`src/rtl/mult_div_pkg.sv`:
```
// Shared types and helpers for the iterative multiply/divide sequencer.
package mult_div_pkg;

  typedef enum logic [1:0] {
    IDLE = 2'd0,
    RUN  = 2'd1,
    FIX  = 2'd2,
    DONE = 2'd3
  } state_t;

  localparam logic OP_MULT = 1'b0;
  localparam logic OP_DIV  = 1'b1;

  // Widest vector the negate helper handles; callers zero-extend in and truncate out,
  // which is exact for two's complement, so WIDTH up to MAX_W/2 is supported.
  localparam int MAX_W = 128;

  function automatic logic [MAX_W-1:0] cond_neg(input logic [MAX_W-1:0] v, input logic en);
    return en ? (~v + MAX_W'(1)) : v;
  endfunction

endpackage

```
`src/rtl/mult_div_seq_if.sv`:
```
// Request/result bundle between the control FSM (master) and the mult/div unit (slave).
interface mult_div_seq_if #(
  parameter int WIDTH = 32
) ();

  logic             start;
  logic             op;
  logic             signed_op;
  logic [WIDTH-1:0] a;
  logic [WIDTH-1:0] b;
  logic             flush;
  logic             busy;
  logic             done;
  logic             div0;
  logic [WIDTH-1:0] hi;
  logic [WIDTH-1:0] lo;

  modport master (
    output start, op, signed_op, a, b, flush,
    input  busy, done, div0, hi, lo
  );

  modport slave (
    input  start, op, signed_op, a, b, flush,
    output busy, done, div0, hi, lo
  );

endinterface

```
`src/rtl/mult_div_step.sv`:
```
// One iteration of the datapath: shift-add for multiply, restoring shift-subtract for divide.
module mult_div_step
  import mult_div_pkg::*;
#(
  parameter int WIDTH = 32
) (
  input  logic [2*WIDTH-1:0] acc_i,
  input  logic [WIDTH-1:0]   opnd_i,
  input  logic               op_i,
  output logic [2*WIDTH-1:0] acc_o,
  output logic               q_bit_o
);

  logic [WIDTH-1:0] addend;
  logic [WIDTH:0]   sum;
  logic [WIDTH:0]   trial;
  logic [WIDTH-1:0] rem_next;

  // Multiply: acc = {partial product, remaining multiplier bits}; the carry of the
  // add shifts into the top, so W+1 bits of sum plus W-1 multiplier bits fill 2W.
  // Divide: acc = {partial remainder, remaining dividend / quotient bits}.
  always_comb begin
    addend   = acc_i[0] ? opnd_i : {WIDTH{1'b0}};
    sum      = {1'b0, acc_i[2*WIDTH-1:WIDTH]} + {1'b0, addend};
    trial    = acc_i[2*WIDTH-1:WIDTH-1] - {1'b0, opnd_i};
    rem_next = trial[WIDTH] ? acc_i[2*WIDTH-2:WIDTH-1] : trial[WIDTH-1:0];
    if (op_i == OP_DIV) begin
      acc_o   = {rem_next, acc_i[WIDTH-2:0], 1'b0};
      q_bit_o = ~trial[WIDTH];
    end else begin
      acc_o   = {sum, acc_i[WIDTH-1:1]};
      q_bit_o = 1'b0;
    end
  end

endmodule

```
`src/rtl/mult_div_seq.sv`:
```
// Iterative signed/unsigned multiply/divide sequencer driving the HI/LO registers.
// Magnitudes are iterated for WIDTH cycles, then sign-corrected in a single FIX cycle.
module mult_div_seq
  import mult_div_pkg::*;
#(
  parameter int WIDTH = 32
) (
  input  logic           clk,
  input  logic           reset,
  mult_div_seq_if.slave  bus
);

  localparam int CNT_W = $clog2(WIDTH + 1);
  localparam int PW    = 2 * WIDTH;

  state_t           state_q, state_d;
  logic [CNT_W-1:0] cnt_q, cnt_d;
  logic [PW-1:0]    acc_q, acc_d;
  logic [WIDTH-1:0] opnd_q, opnd_d;
  logic             op_q, op_d;
  logic             neg_hi_q, neg_hi_d;
  logic             neg_lo_q, neg_lo_d;
  logic [WIDTH-1:0] hi_q, hi_d;
  logic [WIDTH-1:0] lo_q, lo_d;
  logic             busy_q, done_q, div0_q, div0_d;

  logic             sign_a, sign_b;
  logic [WIDTH-1:0] mag_a, mag_b;
  logic [PW-1:0]    step_acc, step_next;
  logic             step_q;
  logic [PW-1:0]    prod_fix;
  logic [WIDTH-1:0] quo_fix, rem_fix;

  assign sign_a = bus.signed_op & bus.a[WIDTH-1];
  assign sign_b = bus.signed_op & bus.b[WIDTH-1];
  // |min| = 2^(W-1) is representable as an unsigned magnitude, so no overflow case here.
  assign mag_a  = WIDTH'(cond_neg(MAX_W'(bus.a), sign_a));
  assign mag_b  = WIDTH'(cond_neg(MAX_W'(bus.b), sign_b));

  mult_div_step #(.WIDTH(WIDTH)) u_step (
    .acc_i   (acc_q),
    .opnd_i  (opnd_q),
    .op_i    (op_q),
    .acc_o   (step_acc),
    .q_bit_o (step_q)
  );

  assign step_next = {step_acc[PW-1:1], (op_q == OP_DIV) ? step_q : step_acc[0]};

  assign prod_fix = PW'(cond_neg(MAX_W'(acc_q), neg_lo_q));
  assign quo_fix  = WIDTH'(cond_neg(MAX_W'(acc_q[WIDTH-1:0]), neg_lo_q));
  assign rem_fix  = WIDTH'(cond_neg(MAX_W'(acc_q[PW-1:WIDTH]), neg_hi_q));

  // NOTE: every variable gets its hold value first, so no path through the case
  // leaves one unassigned and no latch is inferred.
  always_comb begin
    state_d  = state_q;
    cnt_d    = cnt_q;
    acc_d    = acc_q;
    opnd_d   = opnd_q;
    op_d     = op_q;
    neg_hi_d = neg_hi_q;
    neg_lo_d = neg_lo_q;
    hi_d     = hi_q;
    lo_d     = lo_q;
    div0_d   = 1'b0;
    case (state_q)
      IDLE: begin
        if (!bus.flush && bus.start) begin
          if (bus.op == OP_DIV && bus.b == '0) begin
            state_d = DONE;
            div0_d  = 1'b1;
          end else begin
            state_d = RUN;
            op_d    = bus.op;
            cnt_d   = CNT_W'(WIDTH);
            if (bus.op == OP_MULT) begin
              acc_d    = {{WIDTH{1'b0}}, mag_b};
              opnd_d   = mag_a;
              neg_hi_d = sign_a ^ sign_b;
              neg_lo_d = sign_a ^ sign_b;
            end else begin
              acc_d    = {{WIDTH{1'b0}}, mag_a};
              opnd_d   = mag_b;
              neg_hi_d = sign_a;
              neg_lo_d = sign_a ^ sign_b;
            end
          end
        end
      end
      RUN: begin
        if (bus.flush) begin
          state_d = IDLE;
        end else begin
          acc_d = step_next;
          cnt_d = cnt_q - CNT_W'(1);
          if (cnt_q == CNT_W'(1)) state_d = FIX;
        end
      end
      FIX: begin
        if (bus.flush) begin
          state_d = IDLE;
        end else begin
          state_d = DONE;
          if (op_q == OP_MULT) begin
            {hi_d, lo_d} = prod_fix;
          end else begin
            hi_d = rem_fix;
            lo_d = quo_fix;
          end
        end
      end
      DONE:    state_d = IDLE;
      default: state_d = IDLE;
    endcase
  end

  // NOTE: sequential state uses non-blocking assignments so all registers update
  // from the same pre-edge values. The datapath registers are reset too: they are
  // few, and a clean reset state keeps hi/lo and the counter deterministic.
  always_ff @(posedge clk or negedge reset) begin
    if (!reset) begin
      state_q  <= IDLE;
      cnt_q    <= '0;
      acc_q    <= '0;
      opnd_q   <= '0;
      op_q     <= OP_MULT;
      neg_hi_q <= 1'b0;
      neg_lo_q <= 1'b0;
      hi_q     <= '0;
      lo_q     <= '0;
      busy_q   <= 1'b0;
      done_q   <= 1'b0;
      div0_q   <= 1'b0;
    end else begin
      state_q  <= state_d;
      cnt_q    <= cnt_d;
      acc_q    <= acc_d;
      opnd_q   <= opnd_d;
      op_q     <= op_d;
      neg_hi_q <= neg_hi_d;
      neg_lo_q <= neg_lo_d;
      hi_q     <= hi_d;
      lo_q     <= lo_d;
      busy_q   <= (state_d == RUN) || (state_d == FIX);
      done_q   <= (state_d == DONE);
      div0_q   <= div0_d;
    end
  end

  assign bus.busy = busy_q;
  assign bus.done = done_q;
  assign bus.div0 = div0_q;
  assign bus.hi   = hi_q;
  assign bus.lo   = lo_q;

endmodule

```
`src/flat_wrapper.sv`:
```
// flat-port wrapper written by rule: the top's interface ports become plain ports
module mult_div_seq_flat import mult_div_pkg::*;
#(
  parameter int WIDTH = 32
)
  (clk, reset, bus_start, bus_op, bus_signed_op, bus_a, bus_b, bus_flush, bus_busy, bus_done, bus_div0, bus_hi, bus_lo);
  mult_div_seq_if #(.WIDTH(WIDTH)) bus_i ();
  input  logic clk;
  input  logic reset;
  input wire logic [$bits(bus_i.start)-1:0] bus_start;
  input wire logic [$bits(bus_i.op)-1:0] bus_op;
  input wire logic [$bits(bus_i.signed_op)-1:0] bus_signed_op;
  input wire logic [$bits(bus_i.a)-1:0] bus_a;
  input wire logic [$bits(bus_i.b)-1:0] bus_b;
  input wire logic [$bits(bus_i.flush)-1:0] bus_flush;
  output wire logic [$bits(bus_i.busy)-1:0] bus_busy;
  output wire logic [$bits(bus_i.done)-1:0] bus_done;
  output wire logic [$bits(bus_i.div0)-1:0] bus_div0;
  output wire logic [$bits(bus_i.hi)-1:0] bus_hi;
  output wire logic [$bits(bus_i.lo)-1:0] bus_lo;
  assign bus_i.start = bus_start;
  assign bus_i.op = bus_op;
  assign bus_i.signed_op = bus_signed_op;
  assign bus_i.a = bus_a;
  assign bus_i.b = bus_b;
  assign bus_i.flush = bus_flush;
  assign bus_busy = bus_i.busy;
  assign bus_done = bus_i.done;
  assign bus_div0 = bus_i.div0;
  assign bus_hi = bus_i.hi;
  assign bus_lo = bus_i.lo;
  mult_div_seq #(.WIDTH(WIDTH)) u_core (.clk(clk), .reset(reset), .bus(bus_i));
endmodule
```
`config.mk`:
```
export PLATFORM = sky130hd
export DESIGN_NAME = mult_div_seq_flat
export DESIGN_NICKNAME = d
export VERILOG_FILES = /design/src/rtl/mult_div_pkg.sv /design/src/rtl/mult_div_seq_if.sv /design/src/rtl/mult_div_step.sv /design/src/rtl/mult_div_seq.sv /design/src/flat_wrapper.sv
export SDC_FILE = /design/constraint.sdc
export NUM_CORES = 1
export LEC_CHECK = 0
export BUFFER_PORTS_ARGS = -buffer_cell sky130_fd_sc_hd__buf_4
export CORE_MARGIN = 5
export CORE_UTILIZATION = 55
export CTS_BUF_LIST = sky130_fd_sc_hd__clkbuf_8
export CTS_CLUSTER_DIAMETER = 150
export CTS_CLUSTER_SIZE = 24
export DETAILED_ROUTE_END_ITERATION = 10
export PLACE_DENSITY = 0.74
export SYNTH_ARGS = -nofsm -noshare
export SYNTH_HDL_FRONTEND = slang
export SYNTH_HIERARCHICAL = 1
export SYNTH_SLANG_ARGS = --single-unit
```
`constraint.sdc`:
```
create_clock -name clk -period 5 [get_ports clk]
set_input_delay 0.25 -clock clk [delete_from_list [all_inputs] [get_ports clk]]
set_output_delay 0.25 -clock clk [all_outputs]
set_load 0.01 [all_outputs]
```
==> qor.txt, run 1 <==
Run status: complete, no violations
Starting density of the core: 0.556
Maximum number of pins on one net before global-route repair: 78
Max Clk Rate: 229 MHz
Count of yosys warnings during synthesis: 6
Row cnt: 62
FF+latch area: 0.00436 mm2
Slowest stage delay, CP: 470 ps
Clock Path Buffers: 2
H-tree depth: 4
Number of storage elements in the synthesis netlist: 174
Setup repair after global routing missed its margin: false
TritonCTS clock tree: done
Required time of the critical path: 5410 ps
Highest routed layer: met4
Die span in y: 180 um
Fin util: 0.611
Reg2reg path depth: 14
First-pass GRT wire length: 85600 um
Post-Syn Area per Cell: 7.78 um2
Worst-Margin Slew: 1030 ps
Global-route usage over all layers: 0.324
Final worst-path cycle share: 0.872
Source-to-sink clock delay at the later pin of the worst-skew pair: 480 ps
Post-CTS Repair Setup Buffers: 0
Diodes inserted: 0
Synth Net Count: 2194
Worst flop-to-flop path endpoint: u_core/acc_q[61]
Length of routed wiring on met1: 24500 um
Port Buffers: 136
Total leakage power: 7.90 nW
Number of synthesized flops with an enable pin: 0
Via count: 16400
GR Overflow Total: 0
Cell repeated most along the worst path: nand2_1
Area growth from synthesis to layout: 9.97%
Number of primary I/O pins: 137
Fill cells: 2743
Total area of multi-input combinational cells: 0.0108 mm2
Synth cell types: 91
Power density over the cells: 357 mW/mm2
Crit path launch: u_core/acc_q[0]
Kind of start point of the critical path: register
Layout cells sized above 1: 0.131
Cell type contributing the most total cell area after synthesis: dfrtp_1
Maximum fanout along the worst path: 32
DRC errors left: 0
Number of nets with antenna violations after routing: 0
Count of pins over their slew limit: 0
Routed length on met3: 4700 um
Placed wire-length estimate after detailed placement: 41600 um
Post-Route Setup TNS: 0 ps
Number of iterations in the first detailed-routing pass: 5
Number of CTS-inserted buffers: 17
Critical Path AT: 4770 ps
Initial antenna violation count: 0
Number of failing setup endpoints in the final timing report: 0
Top cells by area in the synthesized netlist: dfrtp_1, nand2_1, ha_1
Netlist area before placement: 0.0160 mm2
Post-Syn Instances: 2051
Gate family responsible for the most delay along the worst path: compound AO/OA/AOI/OAI gates
Max-Cap Viols: 0
Clock transition at the registers of the reported paths: 110 ps
Overall die area: 0.0325 mm2
Worst Clk Skew: 20.7 ps
Time the final worst path needs with I/O delays and setup: 4360 ps
Timing endpoint of the critical path: u_core/acc_q[61]
Crit path max-delay cell type: dfrtp_1
Floorplan Core Area: 0.0287 mm2
Crit path capture type: register
Width of the die: 180 um
Relative slew slack: 0.307
CTS Hold Bufs: 2
Maximum vdd drop: 0.181 mV
Count of buffering cells on the critical path with inverters included: 1
Number of DRC violations after detailed-routing iteration 0: 1972
Seq/Total Area, Yosys: 0.273
Post-CTS resize count: 0
Yosys top cell area share: 0.273
Reg-to-Reg Start: u_core/acc_q[0]
Worst R2R Setup Slack: 640 ps
Average vias per placed instance: 6.54
Hold violation total from the final report: 0
Routed length on met2: 23600 um
Type of the worst min-delay path: in -> reg
Number of nets in the layout: 2255
Synth Flop Type: dfrtp_1
Total number of clock tree sinks: 174
Cell breakdown of the critical path: buf_4, and2_1, fa_1, a211oi_1, o21bai_1, o41ai_1, a21oi_1, o211a_1, o211ai_1, nand2_1, a2111o_1, o221ai_1, nand3_1, nand2_1
Crit Path Category: reg -> reg
Fraction of registers with async set/reset: 1.00
Final Wtd Congestion: 0.996
Avg WL per Cell: 21.8 um
Root Buffer: clkbuf_8
Number of global-route vias before repair: 15156
Worst hold margin: 105 ps
Crit path depth: 14
Total length of routed wires: 54600 um
power by group:
part | total [mW] | internal [mW] | switching [mW]
clock | 0.990 | 0.370 | 0.620
combinational | 3.12 | 1.28 | 1.84
sequential | 2.16 | 1.70 | 0.457
total | 6.26 | 3.35 | 2.91
synth_stat cells, types with 31 or more instances:
library cell	count
xnor2_1	74
nand3_1	74
ha_1	71
nor2_1	142
and2_1	46
mux2_2	45
dfrtp_1	174
inv_1	72
xor2_1	79
a21oi_1	144
a21o_1	37
a31oi_1	31
o21ai_0	174
o31ai_1	32
nor3_1	54
clkbuf_1	84
mux2i_1	34
nand2_1	278
tightest hold or removal path: cells and delay by family:
| kind | cells | cell delay, ps |
|---|---|---|
| compound gates | 1 | 60 |
| buf+inv | 1 | 150 |
| simple gates | 1 | 80 |
through the flow:
step           std cells  power, mW  cell area, um2  setup slack (ps)
2_1_floorplan       2051       4.16           16000              1380
3_3_place_gp        2475       5.15           17100               995
3_5_place_dp        2475       5.20           17100               862
4_1_cts             2509       6.20           17500               786
5_1_grt             2509       6.67           17500               364
6_report            2509       6.26           17500               639
logic make-up after synthesis:
| logic type | count (synthesis) | share of synthesized area |
|---|---|---|
| AND/OR/NAND/NOR | 780 | 0.239 |
| AO/OA/AOI/OAI | 598 | 0.242 |
| buffers and inverters | 194 | 0.0511 |
| flip-flops | 174 | 0.273 |
| XOR/XNOR | 153 | 0.0840 |
| multiplexers | 79 | 0.0531 |
| adder cells (fa/ha/maj) | 73 | 0.0582 |
cells in the final DEF (no fill, tap or decap), types with 19 or more instances in the layout:
cell / count
nand2_1: 277
or3_1: 20
nand3_1: 74
dfrtp_1: 173
and2_1: 46
a21o_1: 37
nand2b_1: 19
nor2_1: 141
and3_1: 21
nor3_1: 54
o21ai_0: 174
mux2i_1: 34
a31oi_1: 31
a21oi_1: 143
nor4_1: 25
o211ai_1: 20
buf_4: 160
nand4_1: 25
xnor2_1: 74
mux2_2: 45
xor2_1: 79
inv_1: 73
a211oi_1: 21
o31ai_1: 32
ha_1: 71
worst min-delay path by stage:
| stage | from | endpoint | slack, ps | cells past startpoint |
|---|---|---|---|---|
| after floorplan | reset | u_core/acc_q[0] | -50 | 0 |
| after detailed placement | reset | u_core/bus.lo[15] | 290 | 1 |
| after global routing | bus_a[31] | u_core/opnd_q[31] | 80 | 3 |
| final | bus_a[31] | u_core/opnd_q[31] | 110 | 3 |
| after global placement | reset | u_core/bus.lo[15] | 290 | 1 |
| after CTS | bus_a[31] | u_core/opnd_q[31] | 70 | 3 |
cell type report:
class,instances,area share
sequential,174,0.248
multi-input combinational,1683,0.617
clock buffer,17,0.0133
timing repair buffer,163,0.0702
tap,384,0.0274
clock inverter,15,0.00841
inverter,73,0.0156
flip-flops by register name (all words and copies together), names as in the netlist:
signal / count
u_core/acc_q: 64
u_core/bus.hi: 32
u_core/bus.lo: 32
u_core/opnd_q: 32
u_core/cnt_q: 6
u_core/state_q: 2
u_core/bus.busy: 1
u_core/bus.div0: 1
u_core/bus.done: 1
u_core/neg_hi_q: 1
u_core/neg_lo_q: 1
u_core/op_q: 1
layer usage:
layer  vias to the layer above  global-route usage
li1                       7605                   -
met2                       837               0.494
met4                         0               0.105
met5                         -                   0
met1                      7833               0.472
met3                       125              0.0535
No activity file was read; power rests on OpenSTA's default activity.
==> inputs of run 2 (changes only) <==
- CELL_PAD_IN_SITES_DETAIL_PLACEMENT: default -> 0
- CELL_PAD_IN_SITES_GLOBAL_PLACEMENT: default -> 1
- CORE_UTILIZATION: 55 -> 47
- PLACE_DENSITY: 0.74 -> default
- PLACE_DENSITY_LB_ADDON: default -> 0.1
==> run 2 against run 1 <==
Against the previous run:
- critical path type unchanged
- sequential power hardly changed
- first-iteration DRC count fell by 15%
- critical path depth stayed put
- largest cell class unchanged
- setup slack gained 34 ps
- die area rose by 16%
- critical endpoint is now u_core/acc_q[63]
- register-to-register slack gained 30 ps
==> qor.txt, run 2 (same netlist as run 1, synthesis figures left out) <==
First-pass GRT wire length: 87700 um
Type of the worst min-delay path: in -> reg
Maximum fanout along the worst path: 30
Crit Path Category: reg -> reg
Number of global-route vias before repair: 15345
Post-route cell area: 0.0177 mm2
Run status: complete, no violations
Number of nets in the layout: 2262
Worst flop-to-flop path endpoint: u_core/acc_q[63]
Number of nets with antenna violations after routing: 0
Width of the die: 194 um
Gate family responsible for the most delay along the worst path: compound AO/OA/AOI/OAI gates
H-tree depth: 4
Worst hold margin: 61.5 ps
Average vias per placed instance: 6.23
Reg-to-Reg Start: u_core/acc_q[0]
Count of pins over their slew limit: 0
Slowest stage delay, CP: 540 ps
Area growth from synthesis to layout: 10.8%
Final instance count without filler cells: 2580
Met3 usage in global routing: 0.0401
Diodes inserted: 0
Die span in y: 194 um
Port Buffers: 136
Sum of internal, switching and leakage power: 6.28 mW
Total length of routed wires: 56500 um
Row cnt: 67
Number of primary I/O pins: 137
TritonCTS clock tree: done
Crit path depth: 14
Final Wtd Congestion: 0.960
Critical Path AT: 4720 ps
Final worst-path cycle share: 0.865
Global-route usage over all layers: 0.289
Number of CTS-inserted buffers: 17
Time the final worst path needs with I/O delays and setup: 4330 ps
Required time of the critical path: 5390 ps
Crit path max-delay cell type: o41ai_1
Root Buffer: clkbuf_8
Worst Clk Skew: 23.4 ps
Most flops, register: u_core/acc_q
Max-Cap Viols: 0
Cell breakdown of the critical path: buf_4, and2_1, fa_1, a211oi_1, o21bai_1, o41ai_1, a21oi_1, o211a_1, o211ai_1, nand2_1, nor4_1, nor4_1, nand3_1, nand2_1
Floorplan Core Area: 0.0335 mm2
Crit path capture type: register
Clock Path Buffers: 2
DRC errors left: 0
Count of buffering cells on the critical path with inverters included: 1
Number of failing setup endpoints in the final timing report: 0
Area after detailed placement: 0.0173 mm2
Maximum vdd drop: 0.193 mV
Fin util: 0.527
Setup repair after global routing missed its margin: false
Overall die area: 0.0377 mm2
Placed wire-length estimate after detailed placement: 42500 um
Relative slew slack: 0.204
Maximum number of pins on one net before global-route repair: 80
Total leakage power: 7.94 nW
Count of placed standard cells including taps: 2546
Reg2reg path depth: 14
Worst R2R Setup Slack: 670 ps
Number of flip-flops under the largest register name: 64
Post-Route Setup TNS: 0 ps
Crit path launch: u_core/acc_q[0]
Number of DRC violations after detailed-routing iteration 0: 1683
Layout cells sized above 1: 0.134
Timing endpoint of the critical path: u_core/acc_q[63]
Worst-Margin Slew: 1180 ps
Initial antenna violation count: 2
Worst slack at placement: 739 ps
Source-to-sink clock delay at the later pin of the worst-skew pair: 510 ps
Most common cell after layout, fill and taps aside: nand2_1
Hold violation total from the final report: 0
Post-CTS Repair Setup Buffers: 0
Total number of clock tree sinks: 174
Global-route layer with the greatest usage: met2
Most used cells in the layout excluding fill and tap cells: nand2_1, o21ai_0, dfrtp_1, buf_4, a21oi_1
Power density over the cells: 355 mW/mm2
Met1 layer usage reported by global route: 0.407
Via count: 16074
Avg WL per Cell: 21.9 um
Starting density of the core: 0.476
Post-layout worst setup margin: 673 ps
Kind of start point of the critical path: register
GR Overflow Total: 0
Max Clk Rate: 231 MHz
Clock transition at the registers of the reported paths: 100 ps
Number of iterations in the first detailed-routing pass: 6
Met2 usage: 0.460
==> run 2: changes by cell type in the layout (fill, tap and decap cells not counted), moves of 2 or more <==
cell / delta
buf_4: +7
clkinv_4: -3
clkbuf_8: +2
clkinv_8: -2
==> run 2: worst min path at each step <==
stage                   start                end  slack [ps]  cells past startpoint
finish              bus_a[27]  u_core/opnd_q[27]          60                      3
floorplan               reset    u_core/acc_q[0]         -50                      0
detailed placement      reset  u_core/bus.lo[20]         350                      1
global route        bus_a[27]  u_core/opnd_q[27]          60                      3
CTS                 bus_a[27]  u_core/opnd_q[27]          30                      3
global placement        reset  u_core/bus.lo[20]         340                      1
==> run 2: power by group <==
group | internal (mW) | switching, mW
Sequential | 1.70 | 0.450
Combinational | 1.29 | 1.85
Clock | 0.392 | 0.610
==> run 2: routing by layer <==
layer / vias to the layer above / wire length [um]
li1: 7600 / -
met1: 7698 / 25700
met2: 673 / 25400
met3: 103 / 3710
met4: 0 / 1670
met5: - / 0
==> run 2: layout make-up <==
class / count / area (um2)
Fill cell: 3317 / 15900
Sequential cell: 174 / 4360
Clock buffer: 19 / 262
Clock inverter: 13 / 118
Timing Repair Buffer: 170 / 1280
Inverter: 73 / 274
Multi-Input combinational cell: 1683 / 10800
Tap cell: 448 / 561
==> run 2: what timing repair did <==
action,4_1_cts,5_1_grt
endpoints found under the setup margin,0,0
gates resized for setup,0,0
hold buffers,2,0
endpoints found under the hold margin,73,0
==> run 2: tightest hold or removal path, stage by stage <==
cell,delay [ps]
buf_4,110
xnor2_1,110
a21oi_1,60
==> inputs of run 3 (changes only) <==
- CELL_PAD_IN_SITES_DETAIL_PLACEMENT: 0 -> 1
==> run 3 against run 2 <==
Against the previous run:
- combinational power is 3% higher
- core utilization rose by 0.11 points
- clock power increased by 10%
- critical path type unchanged
- design area rose by 0.21%
- global-route usage increased by 2.6 points
- highest routed layer unchanged
- sequential cell count unchanged
- die area is the same
- sequential power about the same
==> qor.txt, run 3 (same netlist as run 1, synthesis figures left out) <==
Run status: complete, no violations
Max-Cap Viols: 0
DRC errors left: 0
Clock transition at the registers of the reported paths: 110 ps
Crit path launch: u_core/acc_q[0]
Worst-Margin Slew: 1220 ps
Hold violation total from the final report: 0
Time the final worst path needs with I/O delays and setup: 4380 ps
Post-CTS Repair Setup Buffers: 0
Maximum vdd drop: 0.204 mV
First-pass GRT wire length: 96200 um
Worst flop-to-flop path endpoint: u_core/acc_q[63]
Power density over the cells: 365 mW/mm2
Reg-to-Reg Start: u_core/acc_q[0]
Global-route usage over all layers: 0.315
Type of the worst min-delay path: in -> reg
Placed wire-length estimate after detailed placement: 46300 um
Row cnt: 67
Crit path capture type: register
Fill cells: 4203
Most flops, register: u_core/acc_q
GR Overflow Total: 0
Starting density of the core: 0.476
Worst Clk Skew: 16.9 ps
Most used cells in the layout excluding fill and tap cells: nand2_1, o21ai_0, dfrtp_1, buf_4, a21oi_1
Layout cells sized above 1: 0.134
Clock Path Buffers: 2
Die span in y: 194 um
Number of nets in the layout: 2262
Final worst-path cycle share: 0.876
Count of pins over their slew limit: 0
Initial antenna violation count: 3
Reg2reg path depth: 14
Worst hold margin: 40.6 ps
Setup repair after global routing missed its margin: false
Area growth from synthesis to layout: 11.0%
Port Buffers: 136
Worst R2R Setup Slack: 620 ps
Number of iterations in the first detailed-routing pass: 6
Most common cell after layout, fill and taps aside: nand2_1
Post-layout worst setup margin: 622 ps
Number of DRC violations after detailed-routing iteration 0: 1516
Fin util: 0.528
Total leakage power: 7.95 nW
Avg WL per Cell: 23.7 um
Final Wtd Congestion: 0.960
Relative slew slack: 0.176
Post-CTS resize count: 0
Startpoint of the most critical hold path: bus_a[27]
Worst slack at placement: 768 ps
TritonCTS clock tree: done
Total area of multi-input combinational cells: 0.0108 mm2
Timing endpoint of the critical path: u_core/acc_q[63]
Via count: 16481
CTS Hold Bufs: 2
Width of the die: 194 um
FF+latch area: 0.00436 mm2
Maximum fanout along the worst path: 30
Max Clk Rate: 228 MHz
Number of CTS-inserted buffers: 17
Total length of routed wires: 61300 um
Kind of start point of the critical path: register
Required time of the critical path: 5410 ps
Critical Path AT: 4790 ps
Total number of clock tree sinks: 174
Number of failing setup endpoints in the final timing report: 0
Overall die area: 0.0377 mm2
Number of global-route vias before repair: 16819
Average vias per placed instance: 6.39
Number of nets with antenna violations after routing: 0
Floorplan Core Area: 0.0335 mm2
Crit Path Category: reg -> reg
H-tree depth: 4
Maximum number of pins on one net before global-route repair: 80
Source-to-sink clock delay at the later pin of the worst-skew pair: 530 ps
Number of flip-flops under the largest register name: 64
Number of primary I/O pins: 137
Root Buffer: clkbuf_8
Post-Route Setup TNS: 0 ps
-- run 3: layout make-up --
type | instances | share of cell area
inverter | 73 | 0.0155
tap | 448 | 0.0316
multi-input combinational | 1683 | 0.611
timing repair buffer | 170 | 0.0725
clock buffer | 18 | 0.0140
clock inverter | 14 | 0.00939
sequential | 174 | 0.246
antenna | 1 | 0.000141
-- run 3: critical path, stage by stage, from the launching register on --
cell and delay [ps]:
dfrtp_1 420, buf_4 240, and2_1 210, fa_1 460
a211oi_1 330, o21bai_1 200, o41ai_1 550, a21oi_1 190
o211a_1 340, o211ai_1 310, nand2_1 220, nor4_1 520
nor4_1 120, nand3_1 90, nand2_1 70
-- run 3: worst min path at each step --
stage                         to  slack, ps  cells after the start
6_report       u_core/opnd_q[27]         40                      3
3_5_place_dp   u_core/bus.lo[20]        350                      1
4_1_cts        u_core/opnd_q[27]         30                      3
5_1_grt        u_core/opnd_q[27]         50                      3
2_1_floorplan    u_core/acc_q[0]        -50                      0
3_3_place_gp   u_core/bus.lo[20]        340                      1
-- run 3: per-stage QoR --
step / cells / instance area, um2 / total power, mW
CTS: 2580 / 17700 / 6.43
floorplan: 2051 / 16000 / 4.16
detailed placement: 2546 / 17300 / 5.34
finish: 2581 / 17700 / 6.47
global route: 2580 / 17700 / 6.89
global placement: 2546 / 17300 / 5.23
-- run 3: power by group --
part / switching, mW / total [mW] / internal [mW]
Combinational: 1.92 / 3.21 / 1.29
Clock: 0.660 / 1.10 / 0.437
Sequential: 0.466 / 2.16 / 1.70
Total: 3.05 / 6.47 / 3.43
-- run 3: layer usage --
| layer | part of all wire | global-route usage | up-vias |
|---|---|---|---|
| li1 | - | - | 7600 |
| met1 | 0.45 | 0.429 | 8176 |
| met2 | 0.47 | 0.516 | 580 |
| met3 | 0.053 | 0.0405 | 125 |
| met4 | 0.033 | 0.117 | 0 |
| met5 | 0 | 0 | - |
